`src/rtl/triangle_area_recip_unit.sv`:
```
// Triangle setup: signed doubled area from three Q(FRAC) vertices, saturated area and
// reciprocal (iterative restoring divider), degenerate/backface flags and face culling.
// One triangle in flight, valid/ready on both sides, opaque tag carried through.
module triangle_area_recip_unit #(
    parameter int unsigned W     = 16,
    parameter int unsigned FRAC  = 4,
    parameter int unsigned TAG_W = 8
) (
    input  logic                 clk,
    input  logic                 rst_n,
    input  logic                 in_valid,
    output logic                 in_ready,
    input  logic signed [W-1:0]  v0x,
    input  logic signed [W-1:0]  v0y,
    input  logic signed [W-1:0]  v1x,
    input  logic signed [W-1:0]  v1y,
    input  logic signed [W-1:0]  v2x,
    input  logic signed [W-1:0]  v2y,
    input  logic [1:0]           cull_mode,
    input  logic [TAG_W-1:0]     in_tag,
    output logic                 out_valid,
    input  logic                 out_ready,
    output logic signed [W-1:0]  area_out,
    output logic signed [W-1:0]  recip_out,
    output logic                 degenerate,
    output logic                 backface,
    output logic                 culled,
    output logic [TAG_W-1:0]     out_tag
);

    localparam int unsigned DW = W + 1;         // edge deltas
    localparam int unsigned PW = 2 * W + 2;     // cross products
    localparam int unsigned EW = 2 * W + 3;     // doubled area E
    localparam int unsigned N  = 2 * FRAC + 1;  // quotient bits of 2^(2*FRAC)
    localparam int unsigned CW = $clog2(N + 1);

    typedef enum logic [2:0] {StIdle, StDelta, StMul, StArea, StDiv, StDone} state_e;

    state_e r_state, w_state_nx;

    logic signed [DW-1:0]   r_dx1, r_dy1, r_dx2, r_dy2;
    logic signed [PW-1:0]   r_p1, r_p2;
    logic signed [EW-1:0]   r_area;
    logic [1:0]             r_cull;
    logic [EW-1:0]          r_den;
    logic [EW-1:0]          r_rem;
    logic [N-1:0]           r_quot;
    logic [CW-1:0]          r_cnt;
    logic signed [W-1:0]    r_area_out, r_recip_out;
    logic                   r_degenerate, r_backface, r_culled;
    logic [TAG_W-1:0]       r_out_tag;

    logic signed [DW-1:0]   w_dx1, w_dy1, w_dx2, w_dy2;
    logic signed [PW-1:0]   w_p1, w_p2;
    logic signed [EW-1:0]   w_e, w_area;
    logic                   w_degenerate, w_culled;
    logic [EW-1:0]          w_area_mag;
    logic                   w_first;
    logic [EW:0]            w_rem_sh;
    logic                   w_ge;
    logic [EW-1:0]          w_rem_nx;
    logic [N-1:0]           w_quot_nx;
    logic signed [EW-1:0]   w_quot_ext, w_recip;

    // Symmetric clamp to [-(2^(W-1)-1), 2^(W-1)-1]
    function automatic logic signed [W-1:0] sat_w(input logic signed [EW-1:0] x);
        logic signed [EW-1:0] lim;
        lim         = '0;
        lim[W-2:0]  = '1;
        if (x > lim) begin
            sat_w = W'(lim);
        end else if (x < -lim) begin
            sat_w = W'(-lim);
        end else begin
            sat_w = W'(x);
        end
    endfunction

    // Arithmetic for every pipeline step, evaluated on the registered operands
    always_comb begin
        w_dx1 = DW'(v1x) - DW'(v0x);
        w_dy1 = DW'(v1y) - DW'(v0y);
        w_dx2 = DW'(v2x) - DW'(v0x);
        w_dy2 = DW'(v2y) - DW'(v0y);

        w_p1 = PW'(r_dx1) * PW'(r_dy2);
        w_p2 = PW'(r_dy1) * PW'(r_dx2);

        w_e          = EW'(r_p1) - EW'(r_p2);
        w_area       = w_e >>> FRAC;
        w_degenerate = (w_area == '0);
        // E==0 falls in neither branch, so it is never culled
        w_culled     = ((r_cull == 2'd1) && w_e[EW-1]) ||
                       ((r_cull == 2'd2) && !w_e[EW-1] && (w_e != '0));

        w_area_mag = r_area[EW-1] ? EW'(-r_area) : EW'(r_area);

        // Dividend is 2^(2*FRAC): only its top bit (first iteration) is one
        w_first    = (r_cnt == CW'(N - 1));
        w_rem_sh   = {r_rem, w_first};
        w_ge       = (w_rem_sh >= {1'b0, r_den});
        w_rem_nx   = w_ge ? EW'(w_rem_sh - {1'b0, r_den}) : EW'(w_rem_sh);
        w_quot_nx  = N'({r_quot, w_ge});
        w_quot_ext = $signed(EW'(w_quot_nx));
        w_recip    = r_backface ? -w_quot_ext : w_quot_ext;
    end

    // State register
    always_ff @(posedge clk) begin
        if (!rst_n) begin
            r_state <= StIdle;
        end else begin
            r_state <= w_state_nx;
        end
    end

    // Next-state logic
    always_comb begin
        w_state_nx = r_state;
        case (r_state)
            StIdle:  if (in_valid) w_state_nx = StDelta;
            StDelta: w_state_nx = StMul;
            StMul:   w_state_nx = StArea;
            StArea:  w_state_nx = (r_degenerate || r_culled) ? StDone : StDiv;
            StDiv:   if (r_cnt == '0) w_state_nx = StDone;
            StDone:  if (out_ready) w_state_nx = StIdle;
            default: w_state_nx = StIdle;
        endcase
    end

    // Handshake outputs decoded from state
    always_comb begin
        in_ready  = (r_state == StIdle);
        out_valid = (r_state == StDone);
    end

    // Datapath and result registers, advanced one step per state
    always_ff @(posedge clk) begin
        if (!rst_n) begin
            r_dx1        <= '0;
            r_dy1        <= '0;
            r_dx2        <= '0;
            r_dy2        <= '0;
            r_p1         <= '0;
            r_p2         <= '0;
            r_area       <= '0;
            r_cull       <= '0;
            r_den        <= '0;
            r_rem        <= '0;
            r_quot       <= '0;
            r_cnt        <= '0;
            r_area_out   <= '0;
            r_recip_out  <= '0;
            r_degenerate <= 1'b0;
            r_backface   <= 1'b0;
            r_culled     <= 1'b0;
            r_out_tag    <= '0;
        end else begin
            case (r_state)
                StIdle: begin
                    if (in_valid) begin
                        r_dx1     <= w_dx1;
                        r_dy1     <= w_dy1;
                        r_dx2     <= w_dx2;
                        r_dy2     <= w_dy2;
                        r_cull    <= cull_mode;
                        r_out_tag <= in_tag;
                    end
                end
                StDelta: begin
                    r_p1 <= w_p1;
                    r_p2 <= w_p2;
                end
                StMul: begin
                    r_area       <= w_area;
                    r_area_out   <= sat_w(w_area);
                    r_degenerate <= w_degenerate;
                    r_backface   <= w_e[EW-1];
                    r_culled     <= w_culled;
                end
                StArea: begin
                    r_den  <= w_area_mag;
                    r_rem  <= '0;
                    r_quot <= '0;
                    r_cnt  <= CW'(N - 1);
                    if (r_degenerate || r_culled) begin
                        r_recip_out <= '0;
                    end
                end
                StDiv: begin
                    r_rem  <= w_rem_nx;
                    r_quot <= w_quot_nx;
                    r_cnt  <= r_cnt - CW'(1);
                    if (r_cnt == '0) begin
                        r_recip_out <= sat_w(w_recip);
                    end
                end
                default: ;
            endcase
        end
    end

    assign area_out   = r_area_out;
    assign recip_out  = r_recip_out;
    assign degenerate = r_degenerate;
    assign backface   = r_backface;
    assign culled     = r_culled;
    assign out_tag    = r_out_tag;

endmodule

```
`config.mk`:
```
export PLATFORM = sky130hd
export DESIGN_NAME = triangle_area_recip_unit
export DESIGN_NICKNAME = d
export VERILOG_FILES = /design/src/rtl/triangle_area_recip_unit.sv
export SDC_FILE = /design/constraint.sdc
export NUM_CORES = 2
export LEC_CHECK = 0
export CAP_MARGIN = 20
export CORE_MARGIN = 4
export CORE_UTILIZATION = 30
export CTS_CLUSTER_DIAMETER = 150
export CTS_CLUSTER_SIZE = 28
export DETAILED_ROUTE_END_ITERATION = 10
export PLACE_DENSITY_LB_ADDON = 0.15
export SLEW_MARGIN = 40
export SYNTH_ARGS = -nofsm -noshare
export SYNTH_HDL_FRONTEND = slang
export SYNTH_SLANG_ARGS = --single-unit
```
`constraint.sdc`:
```
create_clock -name clk -period 16.85 [get_ports clk]
set_input_delay 2.5275 -clock clk [delete_from_list [all_inputs] [get_ports clk]]
set_output_delay 2.5275 -clock clk [all_outputs]
set_load 0.02 [all_outputs]
```
-- After elaboration in Yosys (flattened, before gate mapping)
Index checks and enable logic that the tools add are counted.
- register bits: 297
- input bits: 110
- output and inout port bits: 45
- word-level logic and storage cells: 79
- $add $sub $neg: 9
- multipliers: 2
- magnitude comparators: 5
- equality and inequality tests: 12
- muxes and demuxes: 18
- reduce and logical (&&, ||, !) cells: 14
- operators by type and width (kind ; number):
    two-way mux 35 bit ; 3
    two-way mux 16 bit ; 6
    one-hot mux 35 bit (2 select lines) ; 1
    multiplier 17 x 17 -> 34 bit ; 2
    subtractor 16 x 16 -> 17 bit ; 4
    >= comparator 36 x 35 -> 1 bit ; 1
    > comparator 35 x 16 -> 1 bit (second input constant) ; 1
    logical NOT 35 bit ; 1
    < comparator 35 x 16 -> 1 bit (second input constant) ; 1
    negator 31 -> 35 bit ; 1
    negator 9 -> 35 bit ; 1
    nonzero test 35 bit ; 1
    subtractor 34 x 34 -> 35 bit ; 1
    subtractor 35 bit ; 1
    one-hot mux 16 bit (2 select lines) ; 1
    > comparator 31 x 16 -> 1 bit (second input constant) ; 1
    < comparator 31 x 16 -> 1 bit (second input constant) ; 1
    one-hot mux 3 bit (6 select lines) ; 1
    one-hot mux 8 bit (2 select lines) ; 1
    two-way mux 3 bit ; 3
    one-hot mux 4 bit (2 select lines) ; 1
    == test 3 x 2 -> 1 bit (second input constant) ; 2
    == test 3 bit (second input constant) ; 2
    != test 2 bit (second input constant) ; 3
    15 further kinds ; 19

-- Longest topological paths before layout
- word-level depth: 9
- mapped depth: 27
- gate-level depth less buffers: 26

-- Least setup slack after synthesis
Ideal clock, no wire load.
- kind: reg2reg
- from: register r_dy1[11]
- to: register r_p2[32]
- setup time: 0.120 ns
- data arrival time: 6.400 ns
- data required time: 16.730 ns
- setup slack: 10.331 ns
- cell stages (with the launch flop): 25
- path buffers: 2
- clock period less this slack: 6.519 ns
- path through: dfxtp_1 > clkbuf_1 > clkbuf_1 > nand2_1 > fa_1 > fa_1 > fa_1 > inv_1 > fa_1 > fa_1 > inv_1 > fa_1 > inv_1 > ha_1 > nand2_1 > a21oi_1 > o31ai_1 > a21oi_1 > nor3_1 > o41ai_1 > a41oi_1 > o21ai_1 > o41a_1 > nor2_1 > a211o_1
- word-level cells in the longest chain between the ends: 1
- ends and longest elaborated chain (item ; line ; source):
    from (decl) ; 41 ; logic signed [DW-1:0] r_dx1, r_dy1, r_dx2, r_dy2;
    from (signal assigned) ; 163 ; r_dy1 <= w_dy1;
    multiplier 17 x 17 -> 34 bit ; 87 ; w_p2 = PW'(r_dy1) * PW'(r_dx2);
    to (signal assigned) ; 172 ; r_p2 <= w_p2;
    to (decl) ; 42 ; logic signed [PW-1:0] r_p1, r_p2;
No other way between the ends.
A chain may end at the register's enable or synchronous reset.

-- Worst setup path in the final report
- from: register r_dy2[4]
- to: register r_p1[32]
- word-level cells in the longest chain between the ends: 1
- ends and longest elaborated chain (item ; line ; source):
    from (decl) ; 41 ;
    from (signal assigned) ; 165 ; r_dy2 <= w_dy2;
    multiplier 17 x 17 -> 34 bit ; 86 ; w_p1 = PW'(r_dx1) * PW'(r_dy2);
    to (signal assigned) ; 171 ; r_p1 <= w_p1;
    to (decl) ; 42 ;
No other way between the ends.

==> impl_summary.log <==
[metrics] maximum number of pins on one net before global-route repair: 121
[metrics] share of synthesized registers carrying an async set or reset: 0%
[metrics] arrival time reported for the critical path endpoint: 7920 ps
[metrics] HPWL after detailed placement: 95600 um
[metrics] Pwr Density: a little under 100 mW/mm2
[metrics] wire length of the first global-routing pass: ~190000 um
[metrics] worst skew pair latency: 590 ps
[metrics] leakage power of the design: 0.0205 uW
[metrics] final-report hold violation count: 0
[metrics] Reg2Reg Setup Slack: approximately 9400 ps
[metrics] antenna viol nets, final: 0
[metrics] H-tree depth: 1
[metrics] WP data required: roughly 17000 ps
[metrics] result of the run: finished clean
[metrics] clock sink count: 296
[metrics] total setup buffers inserted after CTS: 0
[metrics] TritonCTS clock tree: done
[metrics] area enclosed by the die boundary: 0.139 mm2
[metrics] Cells after Synth: 4780
[metrics] max frequency: 0.135 GHz
[metrics] maximum buffer depth of the clock tree: 3
[metrics] worst slew margin relative to its limit: 40.4%
[metrics] Post-Route Skew: 58.8 ps
[metrics] total of endpoints with negative setup slack in the final report: 0
[metrics] first-pass iteration count of the detailed router: 5
[metrics] TritonCTS Buffers: 17
[metrics] Worst Setup Start Kind: flop
[metrics] startpoint of the worst setup timing path: r_dy2[4]$_SDFFE_PN0P_
[metrics] setup repair after global routing missed its margin: false
[metrics] vias after detailed routing: 31000
[metrics] minimum clock period: 7410 ps
[metrics] maximum fanout along the worst path: 18
[metrics] post-cts gate resize count: 0
[metrics] Avg WL per Cell: 18.2 um
[metrics] DRC viols: 0
[metrics] EDFF count, synth: 0
[metrics] number of nets in the finished design: 5790
[metrics] Ys Warns: 0
[metrics] x dimension of the die: 372 um
[metrics] Seq/Total Area, Yosys: 14.9%
[metrics] most frequent CP cell: fa_1
[metrics] routability congestion estimate: ~0.85
[metrics] worst-case setup slack after placement: 9510 ps
[metrics] Worst Max-Slew Pin Slew: 892 ps
[metrics] commonest register cell after synthesis: dfxtp_1
[metrics] critical path capture point type: flop
[metrics] sum of routed wire length over all layers: 119000 um
[metrics] mean area per synthesized cell: 8.33 um2
[metrics] kind of path behind the tightest hold check: reg -> reg
[metrics] Crit-path slowest cell: dfxtp_1
[metrics] Mapped Nets: ~5800
[metrics] clock root buffer: clkbuf_16
[metrics] period utilization: 44.0%
[metrics] Top Ports: 155
[metrics] summed negative setup slack over all endpoints: 0 ps
[metrics] fraction of layout cells with a size suffix above 1: 2.22%
[metrics] number of max-cap violations: 0
[metrics] gr usage total: 17.3%
[metrics] diodes inserted: 0
[metrics] number of distinct library cells after synthesis: 82
[metrics] number of DRC markers after the initial detailed-route iteration: 1714
[metrics] overall overflow remaining after global route: 0
[metrics] Seq cells post-synth: 296
[metrics] number of port buffers: between 150 and 200
[metrics] antenna violations before repair: 1
[metrics] worst reg2reg path startpoint: r_dy2[4]$_SDFFE_PN0P_
[metrics] # rows: 133
[metrics] routed via count divided by cell count: 4.74
[metrics] crit path kind: reg -> reg
[metrics] Synth Cell Area: 0.0398 mm2
[metrics] startpoint of the lowest-slack hold path: area_out[14]$_SDFFE_PN0P_
[metrics] delay contributed by the slowest stage of the critical path: 870 ps
[metrics] clock input transition at the sequential cells of the worst setup and hold paths: 110 ps
[metrics] Slew Viols, Final: 0
[metrics] die boundary height: 372 um
[metrics] cell-by-cell listing of the critical path: nand2_1, fa_1, fa_1, fa_1, inv_1, fa_1, fa_1, inv_1, fa_1, inv_1, ha_1, a21o_1, a21oi_1, nand2_1, o221ai_1, o21ai_0, a221oi_1, o211ai_1, o41ai_1, xnor2_1, nand2_1, a21oi_1
[metrics] initial cell density of the core: 30.2%
[metrics] Floorplan Core Area: 0.132 mm2
[metrics] Final Worst Setup Slack: 9440 ps
[metrics] number of global-route vias before repair: between 30000 and 40000
[metrics] CTS hold repair buffers: 0
[metrics] relative area change from synthesis to final layout: 9.56%
[metrics] worst-case vdd ir drop: around 0.00008 V
[metal layers]
metal | vias up | track usage, % | wire (um)
li1 | 15200 | - | -
met1 | 15100 | 25.4 | 58800
met2 | 516 | 27.5 | 52500
met3 | 78 | 1.62 | 4650
met4 | 0 | 3.66 | 2650
met5 | - | 0 | 0
[synth_stat cells, types with 17 or more instances]
master / instances / area share, %
or3_1: 29 / 0.46
nand3_1: 74 / 0.93
o21ai_0: 122 / 1.5
ha_1: 309 / 9.7
clkbuf_1: 197 / 1.9
o31ai_1: 17 / 0.32
nand4_1: 19 / 0.30
a211oi_1: 57 / 1.1
a21o_1: 63 / 1.2
a31oi_1: 26 / 0.41
o211ai_1: 25 / 0.47
dfxtp_1: 296 / 15
nand2_1: 692 / 6.5
nor2b_1: 23 / 0.36
nor2_1: 245 / 2.3
fa_1: 598 / 30
nor3_1: 61 / 0.77
nand2b_1: 42 / 0.66
and3_1: 24 / 0.38
and2_1: 277 / 4.4
a21oi_1: 304 / 3.8
inv_1: 809 / 7.6
xnor2_1: 110 / 2.4
o21a_1: 24 / 0.45
xor2_1: 80 / 1.8
[critical path, delay by kind of cell, from the launching register on]
kind | cells | cell delay (ps)
adder cells (fa/ha/maj) | 7 | 3470
buffers and inverters | 3 | 180
XOR/XNOR | 1 | 160
AND/OR/NAND/NOR | 3 | 330
AO/OA/AOI/OAI | 8 | 2320
flip-flops | 1 | 870
[power by group]
group / total (uW) / switching, uW / internal [uW]
clock network: 499 / 295 / 204
logic: 2800 / 1690 / 1110
registers: 965 / 177 / 789
[worst paths after layout]
path	cells after the start	end
max	22	r_p1[32]$_SDFFE_PN0P_
min	2	area_out[14]$_SDFFE_PN0P_
max reg2reg	22	r_p1[32]$_SDFFE_PN0P_
min reg2reg	2	area_out[14]$_SDFFE_PN0P_
[placed cells by master (no fill, tap or decap), types with 28 or more instances in the layout]
cell,netlist,routed
a211oi_1,57,57
a21o_1,63,63
a21oi_1,304,303
and2_1,277,276
clkdlybuf4s50_1,0,153
dfxtp_1,296,286
fa_1,598,596
ha_1,309,309
inv_1,809,809
nand2_1,692,691
nand2b_1,42,41
nand3_1,74,74
nor2_1,245,241
nor3_1,61,60
o21ai_0,122,122
or3_1,29,28
xnor2_1,110,110
xor2_1,80,80
[through the flow]
step	util [%]	instance area, um2	hold WS (ps)	power, uW	instances
after floorplan	-	39800	430	2970	4780
after global placement	32.7	43000	438	3790	6507
after CTS	33.1	43600	459	4330	6535
final	33.1	43600	453	4260	6537
after global routing	33.1	43600	478	4710	6537
after detailed placement	32.7	43000	443	3800	6507
[cell type report]
| cell class | instances | area [um2] |
|---|---|---|
| fill | 13900 | 88000 |
| multi-input combinational | 3468 | 30100 |
| sequential | 296 | 5940 |
| inverter | 810 | 3050 |
| tap | 1755 | 2200 |
| timing repair buffer | 180 | 1760 |
| clock buffer | 19 | 443 |
| clock inverter | 9 | 118 |
[cell families (layout without fill, tap and decap cells)]
group                    after synthesis  in the layout  synth area share (%)
AND/OR/NAND/NOR                     1551           1551                  18.3
AO/OA/AOI/OAI                        806            806                  12.9
XOR/XNOR                             190            190                  4.18
adder cells (fa/ha/maj)              907            907                  39.8
flip-flops                           296            296                  14.9
multiplexers                          14             14                 0.355
buffers and inverters               1016           1018                  9.61
[flip-flops by register name, summed over array words and instances (netlist names), 17 cells and up]
register	flops
r_den	35
r_rem	35
r_p1	34
r_dx2	17
r_p2	34
r_area	31
r_dx1	17
r_dy2	17
r_dy1	17
No activity file was read; power rests on OpenSTA's default activity.
